## src/rtl/line_draw_sched_if.sv

```systemverilog
// line_draw_sched_if
//   Groups the line-queue head and the framebuffer write port used by line_draw_sched.
//   master : the sequencer (pops the queue, issues pixel writes)
//   slave  : the queue / framebuffer side
//   Signals:
//     q_empty, q_startX, q_startY, q_endX, q_endY, q_color  head-of-queue line (to master)
//     q_read                                               1-cycle pop strobe (from master)
//     fb_we, fb_x, fb_y, fb_color                          pixel write request (from master)
//     fb_ready                                             write accepted when fb_we && fb_ready
interface line_draw_sched_if;
  logic        q_empty;
  logic [10:0] q_startX;
  logic [10:0] q_startY;
  logic [10:0] q_endX;
  logic [10:0] q_endY;
  logic [2:0]  q_color;
  logic        q_read;
  logic        fb_we;
  logic [10:0] fb_x;
  logic [10:0] fb_y;
  logic [2:0]  fb_color;
  logic        fb_ready;

  modport master (
    input  q_empty, q_startX, q_startY, q_endX, q_endY, q_color, fb_ready,
    output q_read, fb_we, fb_x, fb_y, fb_color
  );

  modport slave (
    output q_empty, q_startX, q_startY, q_endX, q_endY, q_color, fb_ready,
    input  q_read, fb_we, fb_x, fb_y, fb_color
  );
endinterface

```

## src/rtl/line_draw_sched.sv

```systemverilog
// line_draw_sched
//   Frame sequencer between the AVG line queue and the framebuffer write port.
//   Each frame clears the framebuffer in row-major order, then pops queued vectors
//   one at a time and rasterises them with Bresenham into single-pixel writes.
//   frame_done pulses once the AVG has halted and the queue is drained.
//   Ports:
//     clk_in       system clock (queue and framebuffer share it)
//     rst_b        asynchronous active-low reset
//     frame_start  1-cycle pulse, start a frame; while busy it is remembered as pending
//     avg_halt     AVG halted, no more vectors will arrive
//     bus          line_draw_sched_if.master (queue head + framebuffer write port)
//     busy         high in every state except IDLE
//     frame_done   1-cycle pulse on frame completion
//   Build option:
//     LDS_CLIP_EN  when defined, off-screen line pixels are skipped (no write, no stall)
//
//   state  | meaning
//   IDLE   | waiting for frame_start or a pending request
//   CLEAR  | sweeping CLEAR_COLOR over every visible pixel
//   FETCH  | popping the next line, or finishing when the AVG has halted
//   DRAW   | stepping Bresenham, one pixel per accepted write
//   DONE   | one-cycle frame_done pulse
module line_draw_sched #(
  parameter int         SCREEN_W    = 640,
  parameter int         SCREEN_H    = 480,
  parameter logic [2:0] CLEAR_COLOR = 3'd0
) (
  input  logic              clk_in,
  input  logic              rst_b,
  input  logic              frame_start,
  input  logic              avg_halt,
  line_draw_sched_if.master bus,
  output logic              busy,
  output logic              frame_done
);

  typedef enum logic [2:0] {
    ST_IDLE,
    ST_CLEAR,
    ST_FETCH,
    ST_DRAW,
    ST_DONE
  } state_t;

  localparam logic [10:0] X_LAST = 11'(SCREEN_W - 1);
  localparam logic [10:0] Y_LAST = 11'(SCREEN_H - 1);

  state_t state, state_nxt;

  logic              pending;
  logic [10:0]       cx, cy;
  logic [10:0]       px, py, px1, py1;
  logic [2:0]        pcol;
  logic signed [12:0] dx, dy, err;
  logic              sx_neg, sy_neg;

  // line setup from the queue head
  logic signed [12:0] f_ddx, f_ddy, f_adx, f_ndy;

  assign f_ddx = $signed({2'b00, bus.q_endX}) - $signed({2'b00, bus.q_startX});
  assign f_ddy = $signed({2'b00, bus.q_endY}) - $signed({2'b00, bus.q_startY});
  assign f_adx = f_ddx[12] ? -f_ddx : f_ddx;
  assign f_ndy = f_ddy[12] ? f_ddy : -f_ddy;

  // Bresenham step; both decisions use the pre-update error term
  logic signed [13:0] e2, dx_w, dy_w;
  logic               step_x, step_y;
  logic signed [12:0] err_nxt;

  assign e2      = {err, 1'b0};
  assign dx_w    = {dx[12], dx};
  assign dy_w    = {dy[12], dy};
  assign step_x  = (e2 >= dy_w);
  assign step_y  = (e2 <= dx_w);
  assign err_nxt = err + (step_x ? dy : 13'sd0) + (step_y ? dx : 13'sd0);

  logic pix_vis, draw_accept, draw_last, clear_last, go;

`ifdef LDS_CLIP_EN
  // an off-screen pixel is treated as accepted immediately so stepping never stalls
  assign pix_vis = ({1'b0, px} < 12'(SCREEN_W)) && ({1'b0, py} < 12'(SCREEN_H));
`else
  assign pix_vis = 1'b1;
`endif

  assign draw_accept = bus.fb_ready || !pix_vis;
  assign draw_last   = (px == px1) && (py == py1);
  assign clear_last  = (cx == X_LAST) && (cy == Y_LAST);
  assign go          = frame_start || pending;

  always_ff @(posedge clk_in or negedge rst_b) begin
    if (!rst_b) state <= ST_IDLE;
    else        state <= state_nxt;
  end

  always_comb begin
    state_nxt    = state;
    busy         = 1'b1;
    frame_done   = 1'b0;
    bus.q_read   = 1'b0;
    bus.fb_we    = 1'b0;
    bus.fb_x     = 11'd0;
    bus.fb_y     = 11'd0;
    bus.fb_color = 3'd0;
    case (state)
      ST_IDLE: begin
        busy = 1'b0;
        if (go) state_nxt = ST_CLEAR;
      end
      ST_CLEAR: begin
        bus.fb_we    = 1'b1;
        bus.fb_x     = cx;
        bus.fb_y     = cy;
        bus.fb_color = CLEAR_COLOR;
        if (bus.fb_ready && clear_last) state_nxt = ST_FETCH;
      end
      ST_FETCH: begin
        if (!bus.q_empty) begin
          bus.q_read = 1'b1;
          state_nxt  = ST_DRAW;
        end else if (avg_halt) begin
          state_nxt = ST_DONE;
        end
      end
      ST_DRAW: begin
        bus.fb_we    = pix_vis;
        bus.fb_x     = px;
        bus.fb_y     = py;
        bus.fb_color = pcol;
        if (draw_accept && draw_last) state_nxt = ST_FETCH;
      end
      ST_DONE: begin
        frame_done = 1'b1;
        state_nxt  = ST_IDLE;
      end
      default: state_nxt = ST_IDLE;
    endcase
  end

  always_ff @(posedge clk_in or negedge rst_b) begin
    if (!rst_b) begin
      pending <= 1'b0;
      cx      <= 11'd0;
      cy      <= 11'd0;
      px      <= 11'd0;
      py      <= 11'd0;
      px1     <= 11'd0;
      py1     <= 11'd0;
      pcol    <= 3'd0;
      dx      <= 13'sd0;
      dy      <= 13'sd0;
      err     <= 13'sd0;
      sx_neg  <= 1'b0;
      sy_neg  <= 1'b0;
    end else begin
      // requests arriving while busy collapse into a single pending frame
      if (state == ST_IDLE) begin
        if (go) pending <= 1'b0;
      end else if (frame_start) begin
        pending <= 1'b1;
      end

      case (state)
        ST_IDLE: begin
          if (go) begin
            cx <= 11'd0;
            cy <= 11'd0;
          end
        end
        ST_CLEAR: begin
          if (bus.fb_ready) begin
            if (cx == X_LAST) begin
              cx <= 11'd0;
              cy <= (cy == Y_LAST) ? 11'd0 : cy + 11'd1;
            end else begin
              cx <= cx + 11'd1;
            end
          end
        end
        ST_FETCH: begin
          if (!bus.q_empty) begin
            px     <= bus.q_startX;
            py     <= bus.q_startY;
            px1    <= bus.q_endX;
            py1    <= bus.q_endY;
            pcol   <= bus.q_color;
            dx     <= f_adx;
            dy     <= f_ndy;
            err    <= f_adx + f_ndy;
            sx_neg <= f_ddx[12];
            sy_neg <= f_ddy[12];
          end
        end
        ST_DRAW: begin
          if (draw_accept && !draw_last) begin
            err <= err_nxt;
            if (step_x) px <= sx_neg ? px - 11'd1 : px + 11'd1;
            if (step_y) py <= sy_neg ? py - 11'd1 : py + 11'd1;
          end
        end
        default: ;
      endcase
    end
  end

endmodule

```

## src/flat_wrapper.sv

```systemverilog
// flat-port wrapper written by rule: the top's interface ports become plain ports
module line_draw_sched_flat 
#(
  parameter int         SCREEN_W    = 640,
  parameter int         SCREEN_H    = 480,
  parameter logic [2:0] CLEAR_COLOR = 3'd0
)
  (clk_in, rst_b, frame_start, avg_halt, busy, frame_done, bus_q_empty, bus_q_startX, bus_q_startY, bus_q_endX, bus_q_endY, bus_q_color, bus_fb_ready, bus_q_read, bus_fb_we, bus_fb_x, bus_fb_y, bus_fb_color);
  line_draw_sched_if bus_i ();
  input  logic clk_in;
  input  logic rst_b;
  input  logic frame_start;
  input  logic avg_halt;
  output logic busy;
  output logic frame_done;
  input wire logic [$bits(bus_i.q_empty)-1:0] bus_q_empty;
  input wire logic [$bits(bus_i.q_startX)-1:0] bus_q_startX;
  input wire logic [$bits(bus_i.q_startY)-1:0] bus_q_startY;
  input wire logic [$bits(bus_i.q_endX)-1:0] bus_q_endX;
  input wire logic [$bits(bus_i.q_endY)-1:0] bus_q_endY;
  input wire logic [$bits(bus_i.q_color)-1:0] bus_q_color;
  input wire logic [$bits(bus_i.fb_ready)-1:0] bus_fb_ready;
  output wire logic [$bits(bus_i.q_read)-1:0] bus_q_read;
  output wire logic [$bits(bus_i.fb_we)-1:0] bus_fb_we;
  output wire logic [$bits(bus_i.fb_x)-1:0] bus_fb_x;
  output wire logic [$bits(bus_i.fb_y)-1:0] bus_fb_y;
  output wire logic [$bits(bus_i.fb_color)-1:0] bus_fb_color;
  assign bus_i.q_empty = bus_q_empty;
  assign bus_i.q_startX = bus_q_startX;
  assign bus_i.q_startY = bus_q_startY;
  assign bus_i.q_endX = bus_q_endX;
  assign bus_i.q_endY = bus_q_endY;
  assign bus_i.q_color = bus_q_color;
  assign bus_i.fb_ready = bus_fb_ready;
  assign bus_q_read = bus_i.q_read;
  assign bus_fb_we = bus_i.fb_we;
  assign bus_fb_x = bus_i.fb_x;
  assign bus_fb_y = bus_i.fb_y;
  assign bus_fb_color = bus_i.fb_color;
  line_draw_sched #(.SCREEN_W(SCREEN_W), .SCREEN_H(SCREEN_H), .CLEAR_COLOR(CLEAR_COLOR)) u_core (.clk_in(clk_in), .rst_b(rst_b), .frame_start(frame_start), .avg_halt(avg_halt), .bus(bus_i), .busy(busy), .frame_done(frame_done));
endmodule
```

## config.mk

```make
export PLATFORM = sky130hd
export DESIGN_NAME = line_draw_sched_flat
export DESIGN_NICKNAME = d
export VERILOG_FILES = /design/src/rtl/line_draw_sched_if.sv /design/src/rtl/line_draw_sched.sv /design/src/flat_wrapper.sv
export SDC_FILE = /design/constraint.sdc
export NUM_CORES = 1
export LEC_CHECK = 0
export CORE_MARGIN = 1.5
export CORE_UTILIZATION = 45
export CTS_CLUSTER_DIAMETER = 150
export CTS_CLUSTER_SIZE = 40
export DETAILED_ROUTE_END_ITERATION = 10
export SLEW_MARGIN = 15
export SYNTH_ARGS = -nofsm -noshare
export SYNTH_HDL_FRONTEND = slang
export SYNTH_SLANG_ARGS = --single-unit
```

## constraint.sdc

```tcl
create_clock -name clk_in -period 14.4 [get_ports clk_in]
set_input_delay 2.88 -clock clk_in [delete_from_list [all_inputs] [get_ports clk_in]]
set_output_delay 2.88 -clock clk_in [all_outputs]
set_load 0.05 [all_outputs]
```

Word-level counts from Yosys, hierarchy flattened
Cells that the tools add are included.
- register bits after elaboration: 114
- output and inout port bits: 29
- logic and storage cells: 110
- input bits: 53
- add/subtract/negate cells: 13
- order comparisons: 2
- reductions and logical operators: 20
- bitwise operators: 1
- equal/unequal tests: 18
- muxes and demuxes: 42
- operator list (operator ; count):
    11-bit two-way mux ; 14
    11-bit one-hot mux with 2 select lines ; 6
    13-bit two-way mux ; 6
    11-bit by 1-bit adder with 11-bit output (second input constant) ; 4
    13-bit adder ; 3
    13-bit negation ; 2
    13-bit one-hot mux with 2 select lines ; 1
    11-bit by 11-bit subtractor with 12-bit output ; 2
    11-bit equality test ; 2
    11-bit by 1-bit subtractor with 11-bit output (second input constant) ; 2
    3-bit two-way mux ; 6
    4-bit AND reduction ; 4
    14-bit by 13-bit greater-or-equal comparator with 1-bit output ; 1
    14-bit by 13-bit <= comparator with 1-bit output ; 1
    2-bit by 1-bit inequality test with 1-bit output (second input constant) ; 7
    3-bit one-hot mux with 4 select lines ; 1
    11-bit by 10-bit equality test with 1-bit output (second input constant) ; 1
    11-bit by 9-bit equality test with 1-bit output (second input constant) ; 1
    1-bit two-way mux ; 8
    3-bit by 2-bit equality test with 1-bit output (second input constant) ; 2
    3-bit AND reduction ; 2
    2-bit nonzero test ; 3
    1-bit logical AND ; 5
    2-bit inequality test (second input constant) ; 2
    other kinds (9) ; 10

Depth between registers and ports, before layout
- word-level depth: 6
- depth in mapped cells: 26
- gate-level depth less buffers: 25

Worst setup path after synthesis
OpenSTA, ideal clock, no wires.
- kind: input-to-output
- start: in bus_q_empty
- end: out bus_q_read
- buffers on the path: 2
- path slack: 7.377 ns
- arrival time: 4.143 ns
- cell stages on the path: 4
- cells stage by stage: nand3b_1 -> inv_1 -> clkbuf_1 -> buf_1
- longest elaborated chain between the ends: 2
- ends and longest elaborated chain (what ; line ; text):
    start, declared ; flat_wrapper.sv:16 ; input wire logic [$bits(bus_i.q_empty)-1:0] bus_q_empty;
    1-bit two-way mux ; line_draw_sched.sv:118 ; if (!bus.q_empty) begin
    1-bit two-way mux ; line_draw_sched.sv:105 ; case (state)
    end, declared ; flat_wrapper.sv:23 ; output wire logic [$bits(bus_i.q_read)-1:0] bus_q_read;
Every way passes these cells.

Worst setup path after layout
Same ends and word-level chain as after synthesis.

==> flow_metrics.tcl <==
set metrics [dict create \
    gp_congestion 0.914 \
    crit_slowest_cell "clkdlybuf4s50_1" \
    viasPerCell 5.39 \
    synth_cell_types 68 \
    worst_pin_slew_ps 1090 \
    cts_tree "yes" \
    grt_pass1_vias 8107 \
    cts_made_buffers 17 \
    required_ps 11520 \
    wl_um 26300 \
    synth_fa_ha_area_share_pct 15.8 \
    crit_chain "clkdlybuf4s50_1, nand3b_1, buf_4, inv_2, clkdlybuf4s50_1" \
    whs_ps 472 \
    syn_area_per_cell_um2 7.98 \
    initial_core_util_pct 45.9 \
    firstDrtPassIters 4 \
    ys_warn_count 0 \
    crit_fanout 49 \
    grt_pass1_wl_um 42800 \
    fill_cells 1985 \
    grtUsageMet2_pct 38.2 \
    synth_top_flop_cell "dfrtp_1" \
    cts_resized 0 \
    slowest_delay_ps 720 \
    syn-instance-count 1209 \
    yosysTopAreaCell "dfrtp_1" \
    hp-class "register to register" \
    p_switching_uw 1360 \
    maxCapViolCount 0 \
    cp_top_family "buffers and inverters" \
    min_period_ps 7590 \
    crit_path_frequent_cell "clkdlybuf4s50_1" \
    final_common_cell "nand2_1" \
    grt_use_met3_pct 4.12 \
    numPortBuffers 81 \
    ctsHoldBuffers 0 \
    fin_setup_tns_ps 0 \
    dieArea_um2 22300 \
    clock_skew_ps 11.6 \
    die_h_um 149 \
    crit_buf_inv 4 \
    diodes 0 \
    muxShareOfSynthArea_pct 2.74 \
    synth_top_family_by_area "simple AND/OR/NAND/NOR gates" \
    clock_latency_ps 430 \
    cts_buffer_depth 2 \
    fmax_ghz 0.132 \
    power_frac_comb_pct 66.6 \
    period_share_pct 52.7 \
    cts_sinks 114 \
    clk_pin_slew_ps 60 \
    path_class "primary input to output port" \
    synth-edff-count 0 \
    drive_above_1_share_pct 4.80 \
    grt_busiest_layer "met2" \
    p_sw_share_pct 48.4 \
    ir_worst_vdd_uv 154 \
    intPower_uw 1450 \
    maxSlewHeadroom_pct 26.3 \
    synth_area_um2 9650 \
    leakagePower_uw 0.00556 \
    yosys-top-cells-area "dfrtp_1, ha_1, nand2_1" \
    vias 8456 \
    clkPwrFrac_pct 16.4 \
    synthSimpleGateAreaFrac_pct 19.8 \
    die_w_um 149 \
    cp.arrival_ps 4710 \
    syn_nets 1373 \
    setup.worst_path.end_class "output port" \
    rsz0062_at_grt "no" \
    layout.nets 1444 \
    yosysSeqAreaShare_pct 29.6 \
    htree_levels 4 \
    drc 0 \
    grt_usage_pct 24.8 \
    cts_root_buf "clkbuf_16" \
    finalHoldViolations 0 \
    io_pins 82 \
    syn_to_final_growth_pct 17.9 \
    p_seq_share_pct 17.0 \
    antenna_found_initial 0 \
    ys_async_sr_fraction_pct 100 \
    grt_use_met1_pct 35.6 \
    synth_seq_cells 114 \
    grt_max_degree 66 \
    cp-start-kind "primary input" \
    postCtsSetupBuffers 0 \
    globalRouteOverflowTotal 0 \
    setup_viol 0 \
    drv_slew 0 \
    yosysTopAreaCellShare_pct 29.6 \
    cellPowerDensity_nw_per_um2 248 \
    final_cell_mix "nand2_1, inv_1, dfrtp_1, nor2_1, o21ai_0" \
    synth-xor-area-share_pct 7.79 \
    core_um2 21000 \
    rows 53 \
    wl_per_cell_um 16.8 \
    hpwl_um 20200 \
    ant_nets 0 \
    status "complete, no violations" \
    detail_route.iter0.violations 403 \
    synth_compound_area_share_pct 18.0 \
]
-- worst min-delay path: stages (launching register included) --
cell	delay, ps
dfrtp_1	330
nand2_1	50
nand2_1	60
-- worst paths after layout --
path | startpoint | end | slack, ps | depth (start not counted)
worst max register to register | u_core.err[2]$_DFFE_PN0P_ | u_core.err[12]$_DFFE_PN0P_ | 9150 | 22
worst min-delay path | u_core.pcol[2]$_DFFE_PN0P_ | u_core.pcol[2]$_DFFE_PN0P_ | 470 | 2
worst max-delay path | bus_q_empty | bus_q_read | 6810 | 5
max in group asynchronous | rst_b | u_core.err[12]$_DFFE_PN0P_ | 10610 | 2
min in group asynchronous | rst_b | u_core.px[8]$_DFFE_PN0P_ | 2470 | 1
worst min register to register | u_core.pcol[2]$_DFFE_PN0P_ | u_core.pcol[2]$_DFFE_PN0P_ | 470 | 2
-- power groups by stage --
stage                     clock, uW  combinational, uW  sequential, uW
after floorplan                   0               1430             451
after global placement            0               1860             483
after detailed placement          0               1870             484
after CTS                       468               1890             479
after global routing            482               2120             488
final                           463               1880             479
-- synthesized netlist by cell type, types with 14 or more instances --
| library cell | count |
|---|---|
| a21o_1 | 22 |
| a21oi_1 | 85 |
| a31oi_1 | 15 |
| and3_1 | 15 |
| clkbuf_1 | 33 |
| dfrtp_1 | 114 |
| fa_1 | 18 |
| ha_1 | 93 |
| inv_1 | 121 |
| mux2i_1 | 23 |
| nand2_1 | 183 |
| nand2b_1 | 14 |
| nand3_1 | 22 |
| nor2_1 | 102 |
| nor2b_1 | 14 |
| nor3_1 | 25 |
| o21ai_0 | 102 |
| xnor2_1 | 58 |
| xor2_1 | 26 |
-- layout make-up --
class                      instances  area, um2  area share (%)
multi-input combinational        933       6190            54.4
sequential                       114       2850            25.1
timing repair buffer              91        883            7.77
inverter                         123        462            4.06
clock buffer                      18        439            3.86
tap                              275        344            3.03
clock inverter                    14        200            1.76
-- state kept, by name, summed over array words and instances, names as in the netlist, 3 cells and up --
register / flops
u_core.px1: 11
u_core.cy: 11
u_core.pcol: 3
u_core.err: 13
u_core.py1: 11
u_core.px: 11
u_core.dy: 13
u_core.dx: 13
u_core.py: 11
u_core.cx: 11
u_core.state: 3
-- metrics by stage --
stage               setup slack [ps]  cells  instance area, um2  utilization (%)  power, uW
floorplan                       7380   1209                9650                -       1890
finish                          6810   1568               11400             54.1       2820
global placement                6730   1536               10700             51.1       2340
detailed placement              6590   1536               10700             51.1       2360
CTS                             6800   1568               11400             54.1       2840
global route                    6520   1568               11400             54.1       3090
-- logic make-up (layout without fill, tap and decap cells) --
kind of cell             count (synthesis)  count (layout)
AND/OR/NAND/NOR                        422             422
XOR/XNOR                                85              85
flip-flops                             114             114
buffers and inverters                  162             246
adder cells (fa/ha/maj)                111             111
multiplexers                            26              26
AO/OA/AOI/OAI                          289             289
-- routing by layer --
| layer | up-vias | wire length [um] |
|---|---|---|
| li1 | 4280 | - |
| met1 | 3976 | 13000 |
| met2 | 167 | 11700 |
| met3 | 33 | 1150 |
| met4 | 0 | 461 |
| met5 | - | 0 |
No activity file was read; power rests on OpenSTA's default activity.
